==> src/rtl/nrisc_pkg.sv <==
// Shared definitions for the 8-bit nRisc core.
// Holds the opcode map (also used by the control decoder), the instruction
// format classification and the program-loader FSM state type.
package nrisc_pkg;

  localparam logic [2:0] OP_DEFI    = 3'b000;
  localparam logic [2:0] OP_BEQ     = 3'b001;
  localparam logic [2:0] OP_LW      = 3'b010;
  localparam logic [2:0] OP_SW      = 3'b011;
  localparam logic [2:0] OP_MUL     = 3'b100;
  localparam logic [2:0] OP_SUBI    = 3'b101;
  localparam logic [2:0] OP_J       = 3'b110;
  localparam logic [2:0] OP_ENCERRA = 3'b111;

  // I: ra + imm[2:0], R: ra + rb, J: imm[4:0], H: opcode only
  typedef enum logic [1:0] {
    FMT_I,
    FMT_R,
    FMT_J,
    FMT_H
  } instr_fmt_e;

  typedef enum logic [1:0] {
    ST_IDLE,
    ST_LOAD,
    ST_DONE,
    ST_ERR
  } loader_state_e;

  function automatic instr_fmt_e op_format(input logic [2:0] op);
    instr_fmt_e fmt;
    case (op)
      OP_LW, OP_SW: fmt = FMT_R;
      OP_J:         fmt = FMT_J;
      OP_ENCERRA:   fmt = FMT_H;
      default:      fmt = FMT_I;
    endcase
    return fmt;
  endfunction

endpackage

==> src/rtl/nrisc_instr_encoder.sv <==
// Combinational packer: decoded instruction fields -> 8-bit nRisc word.
// Ports:
//   op   [2:0] opcode, always placed in word[7:5]
//   ra   [1:0] first register field
//   rb   [1:0] second register field (R-format only)
//   imm  [4:0] immediate / jump target
//   word [7:0] encoded instruction
// Bits not used by the opcode's format are ignored.
module nrisc_instr_encoder
  import nrisc_pkg::*;
(
  input  logic [2:0] op,
  input  logic [1:0] ra,
  input  logic [1:0] rb,
  input  logic [4:0] imm,
  output logic [7:0] word
);

  always_comb begin
    word      = '0;
    word[7:5] = op;
    case (op_format(op))
      FMT_I: begin
        word[4:3] = ra;
        word[2:0] = imm[2:0];
      end
      FMT_R: begin
        word[4:3] = ra;
        word[2:1] = rb;
      end
      FMT_J: begin
        word[4:0] = imm;
      end
      default: begin
        word[4:0] = '0;
      end
    endcase
  end

endmodule

==> src/rtl/nrisc_prog_loader.sv <==
// Program loader for the nRisc core.
// Accepts decoded instruction fields over a valid/ready stream, encodes them
// and writes them to sequential instruction-memory addresses starting at
// BASE_ADDR. The core is held in reset until a program ending in encerra
// has been fully written.
// Ports:
//   clk, rst_n          clock, asynchronous active-low reset
//   start               one-cycle pulse, (re)starts a load
//   in_valid/in_ready   field stream handshake
//   in_op/ra/rb/imm     instruction fields
//   mem_we/addr/wdata   instruction-memory write port (one-cycle strobe)
//   busy                load in progress
//   done                program complete (sticky until start/reset)
//   error               address space exhausted before encerra (sticky)
//   count               words written in the current load
//   cpu_hold            core reset, released only when done
module nrisc_prog_loader
  import nrisc_pkg::*;
#(
  parameter int unsigned ADDR_W    = 8,
  parameter int unsigned BASE_ADDR = 0
) (
  input  logic              clk,
  input  logic              rst_n,
  input  logic              start,
  input  logic              in_valid,
  output logic              in_ready,
  input  logic [2:0]        in_op,
  input  logic [1:0]        in_ra,
  input  logic [1:0]        in_rb,
  input  logic [4:0]        in_imm,
  output logic              mem_we,
  output logic [ADDR_W-1:0] mem_addr,
  output logic [7:0]        mem_wdata,
  output logic              busy,
  output logic              done,
  output logic              error,
  output logic [ADDR_W:0]   count,
  output logic              cpu_hold
);

  localparam logic [ADDR_W-1:0] BASE     = ADDR_W'(BASE_ADDR);
  localparam logic [ADDR_W-1:0] LAST     = '1;
  localparam logic [ADDR_W-1:0] ADDR_ONE = ADDR_W'(1);
  localparam logic [ADDR_W:0]   CNT_ONE  = (ADDR_W + 1)'(1);

  loader_state_e     state_q, state_d;
  logic [ADDR_W-1:0] addr_q, addr_d;
  logic [ADDR_W:0]   count_q, count_d;
  logic              mem_we_q, mem_we_d;
  logic [ADDR_W-1:0] mem_addr_q, mem_addr_d;
  logic [7:0]        mem_wdata_q, mem_wdata_d;
  logic              done_q, done_d;
  logic              error_q, error_d;

  logic [7:0]        enc_word;
  logic              xfer;

  nrisc_instr_encoder u_enc (
    .op   (in_op),
    .ra   (in_ra),
    .rb   (in_rb),
    .imm  (in_imm),
    .word (enc_word)
  );

  // start has priority over a transfer in the same cycle, so a restart
  // never lets the coincident word through.
  assign in_ready = (state_q == ST_LOAD) && !start;
  assign xfer     = in_valid && in_ready;

  always_comb begin
    state_d     = state_q;
    addr_d      = addr_q;
    count_d     = count_q;
    mem_we_d    = 1'b0;
    mem_addr_d  = mem_addr_q;
    mem_wdata_d = mem_wdata_q;
    done_d      = done_q;
    error_d     = error_q;

    if (start) begin
      state_d = ST_LOAD;
      addr_d  = BASE;
      count_d = '0;
      done_d  = 1'b0;
      error_d = 1'b0;
    end else if (xfer) begin
      mem_we_d    = 1'b1;
      mem_addr_d  = addr_q;
      mem_wdata_d = enc_word;
      count_d     = count_q + CNT_ONE;
      addr_d      = addr_q + ADDR_ONE;
      // The halt word and the overflowing word are both written; the
      // wrapped address is never used because ERR accepts nothing.
      if (in_op == OP_ENCERRA) begin
        state_d = ST_DONE;
        done_d  = 1'b1;
      end else if (addr_q == LAST) begin
        state_d = ST_ERR;
        error_d = 1'b1;
      end
    end
  end

  always_ff @(posedge clk or negedge rst_n) begin
    if (!rst_n) begin
      state_q     <= ST_IDLE;
      addr_q      <= BASE;
      count_q     <= '0;
      mem_we_q    <= 1'b0;
      mem_addr_q  <= BASE;
      mem_wdata_q <= '0;
      done_q      <= 1'b0;
      error_q     <= 1'b0;
    end else begin
      state_q     <= state_d;
      addr_q      <= addr_d;
      count_q     <= count_d;
      mem_we_q    <= mem_we_d;
      mem_addr_q  <= mem_addr_d;
      mem_wdata_q <= mem_wdata_d;
      done_q      <= done_d;
      error_q     <= error_d;
    end
  end

  assign mem_we    = mem_we_q;
  assign mem_addr  = mem_addr_q;
  assign mem_wdata = mem_wdata_q;
  assign done      = done_q;
  assign error     = error_q;
  assign count     = count_q;
  assign busy      = (state_q == ST_LOAD);
  assign cpu_hold  = (state_q != ST_DONE);

endmodule
==> config.mk <==
export PLATFORM = sky130hd
export DESIGN_NAME = nrisc_prog_loader
export DESIGN_NICKNAME = d
export VERILOG_FILES = /design/src/rtl/nrisc_pkg.sv /design/src/rtl/nrisc_instr_encoder.sv /design/src/rtl/nrisc_prog_loader.sv
export SDC_FILE = /design/constraint.sdc
export NUM_CORES = 1
export LEC_CHECK = 0
export BUFFER_PORTS_ARGS = -buffer_cell sky130_fd_sc_hd__buf_2
export CORE_MARGIN = 4
export CORE_UTILIZATION = 43
export CTS_CLUSTER_SIZE = 10
export DETAILED_ROUTE_END_ITERATION = 12
export GPL_ROUTABILITY_DRIVEN = 0
export PLACE_DENSITY = 0.67
export SLEW_MARGIN = 10
export SYNTH_ARGS = -nofsm -noshare
export SYNTH_HDL_FRONTEND = slang
export SYNTH_SLANG_ARGS = --single-unit
==> constraint.sdc <==
create_clock -name clk -period 1.5 [get_ports clk]
set_input_delay 0.3 -clock clk [delete_from_list [all_inputs] [get_ports clk]]
set_output_delay 0.3 -clock clk [all_outputs]
set_load 0.01 [all_outputs]
# After elaboration in Yosys (flattened, before gate mapping)
# Cells that the tools add are included.
[word_totals]
regBits = 38
inputBits = 16
out_inout_bits = 31
elab_cells = 55
[op_classes]
add_sub_neg = 2
eq_ne = 10
n_mux = 20
bitwise = 1
n_reduce_logical = 14
[ops]
columns = ["cell", "n"]
rows = [
  ["two-way mux 9 bit", 2],
  ["two-way mux 8 bit", 2],
  ["case mux 4 bit (3 select lines)", 1],
  ["two-way mux 1 bit", 10],
  ["adder 9 x 1 -> 9 bit (second input constant)", 1],
  ["adder 8 x 1 -> 8 bit (second input constant)", 1],
  ["equality test 8 bit (second input constant)", 1],
  ["two-way mux 2 bit", 4],
  ["equality test 3 x 2 -> 1 bit (second input constant)", 2],
  ["equality test 3 bit (second input constant)", 2],
  ["case mux 2 bit (3 select lines)", 1],
  ["AND reduction 2 bit", 3],
  ["nonzero test 2 bit", 3],
  ["equality test 2 x 1 -> 1 bit (second input constant)", 2],
  ["inequality test 2 bit (second input constant)", 2],
  ["OR reduction 2 bit", 2],
  ["AND reduction 3 bit", 1],
  ["nonzero test 3 bit", 1],
  ["equality test 2 bit (second input constant)", 1],
  ["logical AND 1 bit", 2],
  ["zero test 2 bit", 1],
  ["zero test 1 bit", 1],
  ["NOT 1 bit", 1],
]

# Depth between registers and ports, before layout
# Gate-level depths: netlist of run 1.
[depth]
word_depth = 6
depth_mapped = 5
mapped_depth_nobuf = 4

# By module
# Synthesis of run 1 repeated with hierarchy kept, for this count alone.
[unflattened]
hier_cells = 163
area_unflattened_um2 = 1831.8
[modules_own_cells]
columns = ["module", "n_inst", "cells_each", "area_per_inst_um2", "seq_area_each_um2"]
rows = [
  ["nrisc_prog_loader", 1, 147, 1732.9, 950.9],
  ["nrisc_instr_encoder", 1, 16, 98.8, 0.0],
]

# Worst setup path before layout of run 1
# OpenSTA, ideal clock, no wires.
[synth_timing]
path_type = "flip-flop to flip-flop"
start = "reg state_q[1]"
end = "reg addr_q[7]"
setup_time_ns = 0.128
arrival_ns = 1.266
t_required_ns = 1.372
slack_ns = 0.107
stages_incl_launch_ff = 4
n_path_buf = 0
period_less_slack_ns = 1.393
cell_sequence = "dfrtp_1 -> nand3b_2 -> nor4_1 -> mux2_1"
[synth_between]
elab_chain_len = 4
[synth_lines]
columns = ["item", "line", "rtl"]
rows = [
  ["start, declared", "nrisc_prog_loader.sv:47", "loader_state_e state_q, state_d;"],
  ["start signal, assigned", "nrisc_prog_loader.sv:117", "state_q <= state_d;"],
  ["equality test 2 x 1 -> 1 bit", "nrisc_prog_loader.sv:69", "assign in_ready = (state_q == ST_LOAD) && !start;"],
  ["logical AND 1 bit", "nrisc_prog_loader.sv:69", ""],
  ["logical AND 1 bit", "nrisc_prog_loader.sv:70", "assign xfer = in_valid && in_ready;"],
  ["nonzero test 2 bit (no line)", "-", ""],
  ["end signal, assigned", "nrisc_prog_loader.sv:118", "addr_q <= addr_d;"],
  ["end, declared", "nrisc_prog_loader.sv:48", "logic [ADDR_W-1:0] addr_q, addr_d;"],
]
# Every way passes these cells.
# A chain may end at the register's enable or synchronous reset.

# Worst setup path after layout of run 1
[layout_timing]
start = "reg state_q[0]"
end = "out in_ready"
[layout_between]
elab_chain_len = 2
[layout_lines]
columns = ["item", "line", "rtl"]
rows = [
  ["equality test 2 x 1 -> 1 bit", "nrisc_prog_loader.sv:69", ""],
  ["logical AND 1 bit", "nrisc_prog_loader.sv:69", ""],
  ["end, declared", "nrisc_prog_loader.sv:27", "output logic in_ready,"],
]
# Every way passes these cells.

==> results of run 1 <==
[routing by layer]
metal,GRT usage,share of wire,vias to the layer above
met5,0,0,-
met3,0.0463,0.072,5
met1,0.237,0.48,701
li1,-,-,743
met4,0.0376,0.0075,0
met2,0.231,0.44,43
[sequential cells by signal, summed over array words and instances (netlist names)]
name,cells
addr_q,8
count,9
done,1
error,1
mem_addr,8
mem_wdata,8
mem_we,1
state_q,2
[critical path, stage by stage, from the launching register on]
cell and delay, ns:
dfrtp_2 0.46, nor2b_4 0.18, nor2b_4 0.15, buf_6 0.10
[cell usage in the layout, fill, tap and decap left out, types with 5 or more instances in the layout]
cell / netlist / routed
nor2_1: 8 / 8
o21ai_0: 9 / 9
or4_1: 5 / 5
buf_4: 0 / 11
nand2_1: 43 / 43
a21oi_1: 11 / 11
clkbuf_8: 0 / 6
inv_1: 6 / 6
buf_2: 3 / 45
dfrtp_1: 38 / 37
o31ai_1: 6 / 6
[power by group]
part	internal (mW)	leakage [nW]	switching [mW]
registers	1.08	0.506	0.0311
logic	0.144	0.566	0.177
clock network	0.370	0.0482	0.334
[worst paths after layout]
check / start / endpoint / slack [ns] / cells past startpoint
max: state_q[0]$_DFFE_PN0P_ / in_ready / 0.02 / 3
min: in_imm[0] / mem_wdata[0]$_DFFE_PN0P_ / 0.26 / 3
max reg2reg: state_q[1]$_DFFE_PN0P_ / count[8]$_DFFE_PN0P_ / 0.09 / 3
min reg2reg: mem_wdata[5]$_DFFE_PN0P_ / mem_wdata[5]$_DFFE_PN0P_ / 0.47 / 2
max in group asynchronous: rst_n / state_q[0]$_DFFE_PN0P_ / 0.80 / 3
min in group asynchronous: rst_n / count[6]$_DFFE_PN0P_ / 0.51 / 3
[metrics by stage]
stage	hold WS [ns]	power [mW]	std cells	cell area (µm²)	setup WS, ns
finish	0.259	2.14	289	2270	0.0201
global route	0.266	2.26	289	2270	-0.0524
CTS	0.245	2.16	289	2240	0.0122
detailed placement	0.281	1.45	280	2120	0.0620
global placement	0.282	1.44	280	2120	0.0768
floorplan	0.00441	1.28	179	1740	0.107
[area by class of cell]
type	count	area [µm²]
Clock buffer	7	86.3
Clock inverter	1	5.00
Fill cell	327	1520
Inverter	7	26.3
Multi-Input combinational cell	127	773
Sequential cell	38	952
Tap cell	48	60.1
Timing Repair Buffer	61	372
[kinds of logic after synthesis]
family	Yosys count	synth area share
and+or+nand+nor	85	0.253
DFF	38	0.545
AOI/OAI and AO/OA	32	0.111
buffers and inverters	14	0.0323
xor gates and xnor gates	4	0.0201
muxes	4	0.0237
adders and majority gates	2	0.0143
[timing repair]
| item | 4_1_cts | 5_1_grt |
|---|---|---|
| hold buffers | 1 | 0 |
| endpoints found under the setup margin | 1 | 8 |
| resized for setup | 4 | 6 |
| hold endpoints to repair | 38 | 0 |
| pin swaps | 0 | 1 |
==> run_results.csv, run 1 <==
group,metric,value,unit
clocking,cts_tree,"done",
pwr,vdd_ir_drop_max,426,µV
cells_and_area,synthToLayoutAreaGrowth,30.4,%
drt,vias_per_cell,5.16,
global_route,grt_max_degree,39,
cells_and_area,antennaDiodeCount,0,
drt,wl_per_cell,13.4,µm
floorplanning,die_w,71.7,µm
pwr,power_density,941,nW/µm²
synth,yosysUniqueCellTypes,32,
synth,synth_area_leader_cell,"dfrtp_1",
worst_hold_path,hold_path.class,"in -> reg",
place,dpl.hpwl,2.85,mm
cells_and_area,nets,258,
synth,synth-edff-count,0,
run,maxCapViolCount,0,
synth,synth_top_area_frac,0.545,
timing,tns,0,ns
timing,setup_violations,0,
synth,synthFlopType,"dfrtp_1",
synth,yosysSeqAreaShare,0.545,
synth,syn-mean-instance-area,9.74,µm²
global_route,overflow,0,
floorplanning,initial_core_util,0.459,
clocking,cts_buffer_depth,2,
synth,synthCells,179,
synth,yosys-top-cells-count,"nand2_1, dfrtp_1, a21oi_1",
synth,ys.warnings.count,0,
timing,tightest_slew,0.322,ns
synth,synth_area,1740,µm²
synth,synth_most_common_cell,"nand2_1",
worst_setup_path,cp_max_fo,6,
clocking,htree_num_levels,2,
drt,drtIter0Drc,89,
timing,clock-skew-final,0.00727,ns
floorplanning,dieArea,5140,µm²
worst_setup_path,cp.arrival,1.18,ns
clocking,insertion_delay,0.29,ns
clocking,cts.reportedPaths.clkPinSlew,0.07,ns
global_route,grt_pass1_wl,6.63,mm
clocking,cts_setup_buffers,0,
worst_setup_path,required,1.20,ns
timing,relSlewSlack,0.785,
drt,drt_wl_total,3.86,mm
worst_setup_path,critPathKind,"reg -> out",
clocking,cts_buffers,5,
timing,rsz0062_at_grt,"yes",
global_route,antenna_found_initial,0,
worst_setup_path,worst_setup_path_start_kind,"register",
synth,syn-num-nets,197,
timing,period_needed,1.48,ns
drt,ant_nets,0,
pwr,p_leak,1.12,nW
clocking,clock_sinks,38,
synth,yosys_register_bits,38,
timing,finalCritPeriodShare,0.987,
floorplanning,num_rows,22,
timing,finalHoldViolCount,0,
status,status,"complete, no violations",
drt,first_pass_iters,4,
synth,synth.area.top_cells,"dfrtp_1, nand2_1, a21oi_1, o21ai_0, o31ai_1",
global_route,grt.total_usage,0.160,
clocking,clockRootBuffer,"clkbuf_8",
place,numPortBuffers,46,
floorplanning,pin_count,47,
drt,route.detailed.drc,0,
cells_and_area,fin_util,0.599,
floorplanning,core_area,3800,µm²
timing,slew_violations,0,
worst_setup_path,critPathCaptureType,"output pin",
synth,synthArstFlopShare,1.00,
cells_and_area,drive_above_1_share,0.315,
global_route,grt_pass1_vias,1395,
floorplanning,die_y,71.7,µm
drt,dr_total_vias,1492,
timing,clock.fmax,676,MHz
(Power assumes the default switching activity.)
==> inputs of run 2 (changes only) <==
--- a/config.mk
+++ b/config.mk
@@ -5,7 +5,7 @@
 export SDC_FILE = /design/constraint.sdc
 export NUM_CORES = 1
 export LEC_CHECK = 0
-export BUFFER_PORTS_ARGS = -buffer_cell sky130_fd_sc_hd__buf_2
+export BUFFER_PORTS_ARGS = -buffer_cell sky130_fd_sc_hd__clkbuf_2
 export CORE_MARGIN = 4
 export CORE_UTILIZATION = 43
 export CTS_CLUSTER_SIZE = 10
==> run_results.csv, run 2 (synthesized netlist as in run 1, its figures left out) <==
group,metric,value,unit
worst_setup_path,crit_family,"flip-flops",
worst_setup_path,cp.arrival,1.21,ns
cells_and_area,final_area,2270,µm²
cells_and_area,fin_util,0.599,
timing,period_needed,1.51,ns
worst_setup_path,critPathKind,"reg -> out",
floorplanning,pin_count,47,
drt,first_pass_iters,4,
pwr,power_frac_seq,0.518,
timing,setup_ws,-0.00786,ns
pwr,internal_power,1.60,mW
place,placedInstanceArea,2130,µm²
worst_setup_path,required,1.20,ns
clocking,insertion_delay,0.28,ns
worst_setup_path,cp_max_fo,5,
clocking,cts.reportedPaths.clkPinSlew,0.07,ns
pwr,vdd_ir_drop_max,499,µV
pwr,p_sw_frac,0.258,
cells_and_area,synthToLayoutAreaGrowth,30.4,%
pwr,p_leak,1.11,nW
global_route,grt.total_usage,0.171,
timing,slew_violations,0,
drt,drtIter0Drc,75,
worst_setup_path,worst_setup_path_start_kind,"register",
run,maxCapViolCount,0,
cells_and_area,antennaDiodeCount,0,
clocking,cts_buffer_depth,2,
cells_and_area,nets,261,
floorplanning,initial_core_util,0.459,
cells_and_area,largest_reg_flops,9,
pwr,power.switching,0.556,mW
cells_and_area,fin_cells,292,
timing,timing.hold.ws,0.252,ns
worst_setup_path,critPathCaptureType,"output pin",
cells_and_area,final_common_cell,"clkbuf_2",
cells_and_area,ff_latch_area,952,µm²
global_route,antenna_found_initial,0,
floorplanning,num_rows,22,
clocking,clockRootBuffer,"clkbuf_8",
timing,finalHoldViolCount,0,
clocking,clock_sinks,38,
worst_setup_path,path_cells,"buf_6, nor2b_4, nor2b_1, buf_2",
timing,clock.fmax,663,MHz
floorplanning,dieArea,5140,µm²
timing,clock-skew-final,0.00216,ns
place,numPortBuffers,46,
cells_and_area,layout_common_cells,"clkbuf_2, nand2_1, dfrtp_1",
worst_hold_path,hold_path.class,"in -> reg",
worst_setup_path,slowest_stage,"dfrtp_1",
timing,setup_violations,1,
global_route,grt_pass1_wl,6.97,mm
floorplanning,core_area,3800,µm²
global_route,grt_pass1_vias,1504,
pwr,total_power,2.15,mW
timing,tns,-0.00786,ns
drt,dr_total_vias,1525,
global_route,overflow,0,
timing,finalCritPeriodShare,1.01,
timing,relSlewSlack,0.803,
clocking,cts_tree,"done",
drt,vias_per_cell,5.22,
clocking,cts_buffers,5,
clocking,htree_num_levels,2,
pwr,p_comb_frac,0.151,
timing,tightest_slew,0.295,ns
cells_and_area,fill_cells,346,
timing,rsz0062_at_grt,"yes",
drt,ant_nets,0,
status,violations,"negative setup slack",
drt,wl_per_cell,14.2,µm
drt,drt_wl_total,4.16,mm
cells_and_area,multi_input_area,751,µm²
cells_and_area,drive_above_1_share,0.316,
place,place_ws,0.0295,ns
worst_setup_path,cp_slowest_stage_delay,0.41,ns
drt,route.detailed.drc,0,
worst_setup_path,critical_path_buf_inv_count,2,
pwr,clockPowerShare,0.330,
floorplanning,die_y,71.7,µm
pwr,power_density,947,nW/µm²
status,status,"finished, violations left",
floorplanning,die_w,71.7,µm
place,dpl.hpwl,2.93,mm
global_route,grt_max_degree,39,
place,dpl.cell_count,281,
run 2: cell types whose count changed in the layout (fill, tap and decap cells not counted), sizes merged:
| cell | change |
|---|---|
| clkbuf | +44 |
| buf | -41 |
run 2: power by group through the flow:
| stage | Clock (mW) | Sequential, mW | Combinational (mW) |
|---|---|---|---|
| 6_report | 0.711 | 1.12 | 0.326 |
| 5_1_grt | 0.774 | 1.12 | 0.367 |
| 4_1_cts | 0.735 | 1.12 | 0.325 |
| 3_5_place_dp | 0 | 1.14 | 0.318 |
| 3_3_place_gp | 0 | 1.13 | 0.313 |
| 2_1_floorplan | 0 | 1.17 | 0.118 |
run 2: layer usage:
layer  global-route usage  wire length (µm)
met3               0.0323               262
met5                    0                 0
met4               0.0605                51
met2                0.280              2000
met1                0.228              1850
run 2: area by class of cell:
type | instances | area share
Clock inverter | 1 | 0.00220
Timing Repair Buffer | 64 | 0.173
Sequential cell | 38 | 0.419
Multi-Input combinational cell | 127 | 0.330
Tap cell | 48 | 0.0264
Inverter | 7 | 0.0116
Clock buffer | 7 | 0.0380
run 2: worst paths after layout:
check	start	endpoint	slack [ns]	cells after the start
setup / recovery	state_q[1]$_DFFE_PN0P_	in_ready	-0.008	4
min in group asynchronous	rst_n	count[8]$_DFFE_PN0P_	0.52	3
max in group asynchronous	rst_n	state_q[0]$_DFFE_PN0P_	0.79	3
setup reg to reg	state_q[1]$_DFFE_PN0P_	addr_q[7]$_DFFE_PN0P_	0.01	3
hold / removal	in_imm[0]	mem_wdata[0]$_DFFE_PN0P_	0.25	3
hold reg to reg	mem_wdata[5]$_DFFE_PN0P_	mem_wdata[5]$_DFFE_PN0P_	0.48	2
run 2: tightest hold or removal path, cell delays in order:
cell and delay, ns:
clkbuf_2 0.09, inv_1 0.04, o31ai_1 0.07
run 2: repair_timing:
action                                  CTS  global route
cloned                                    0             0
pin swaps                                 0             2
endpoints found under the setup margin    1            13
endpoints found under the hold margin    38             0
hold buffers                              1             0
setup buffers                             1             1
resized for setup                         4             6
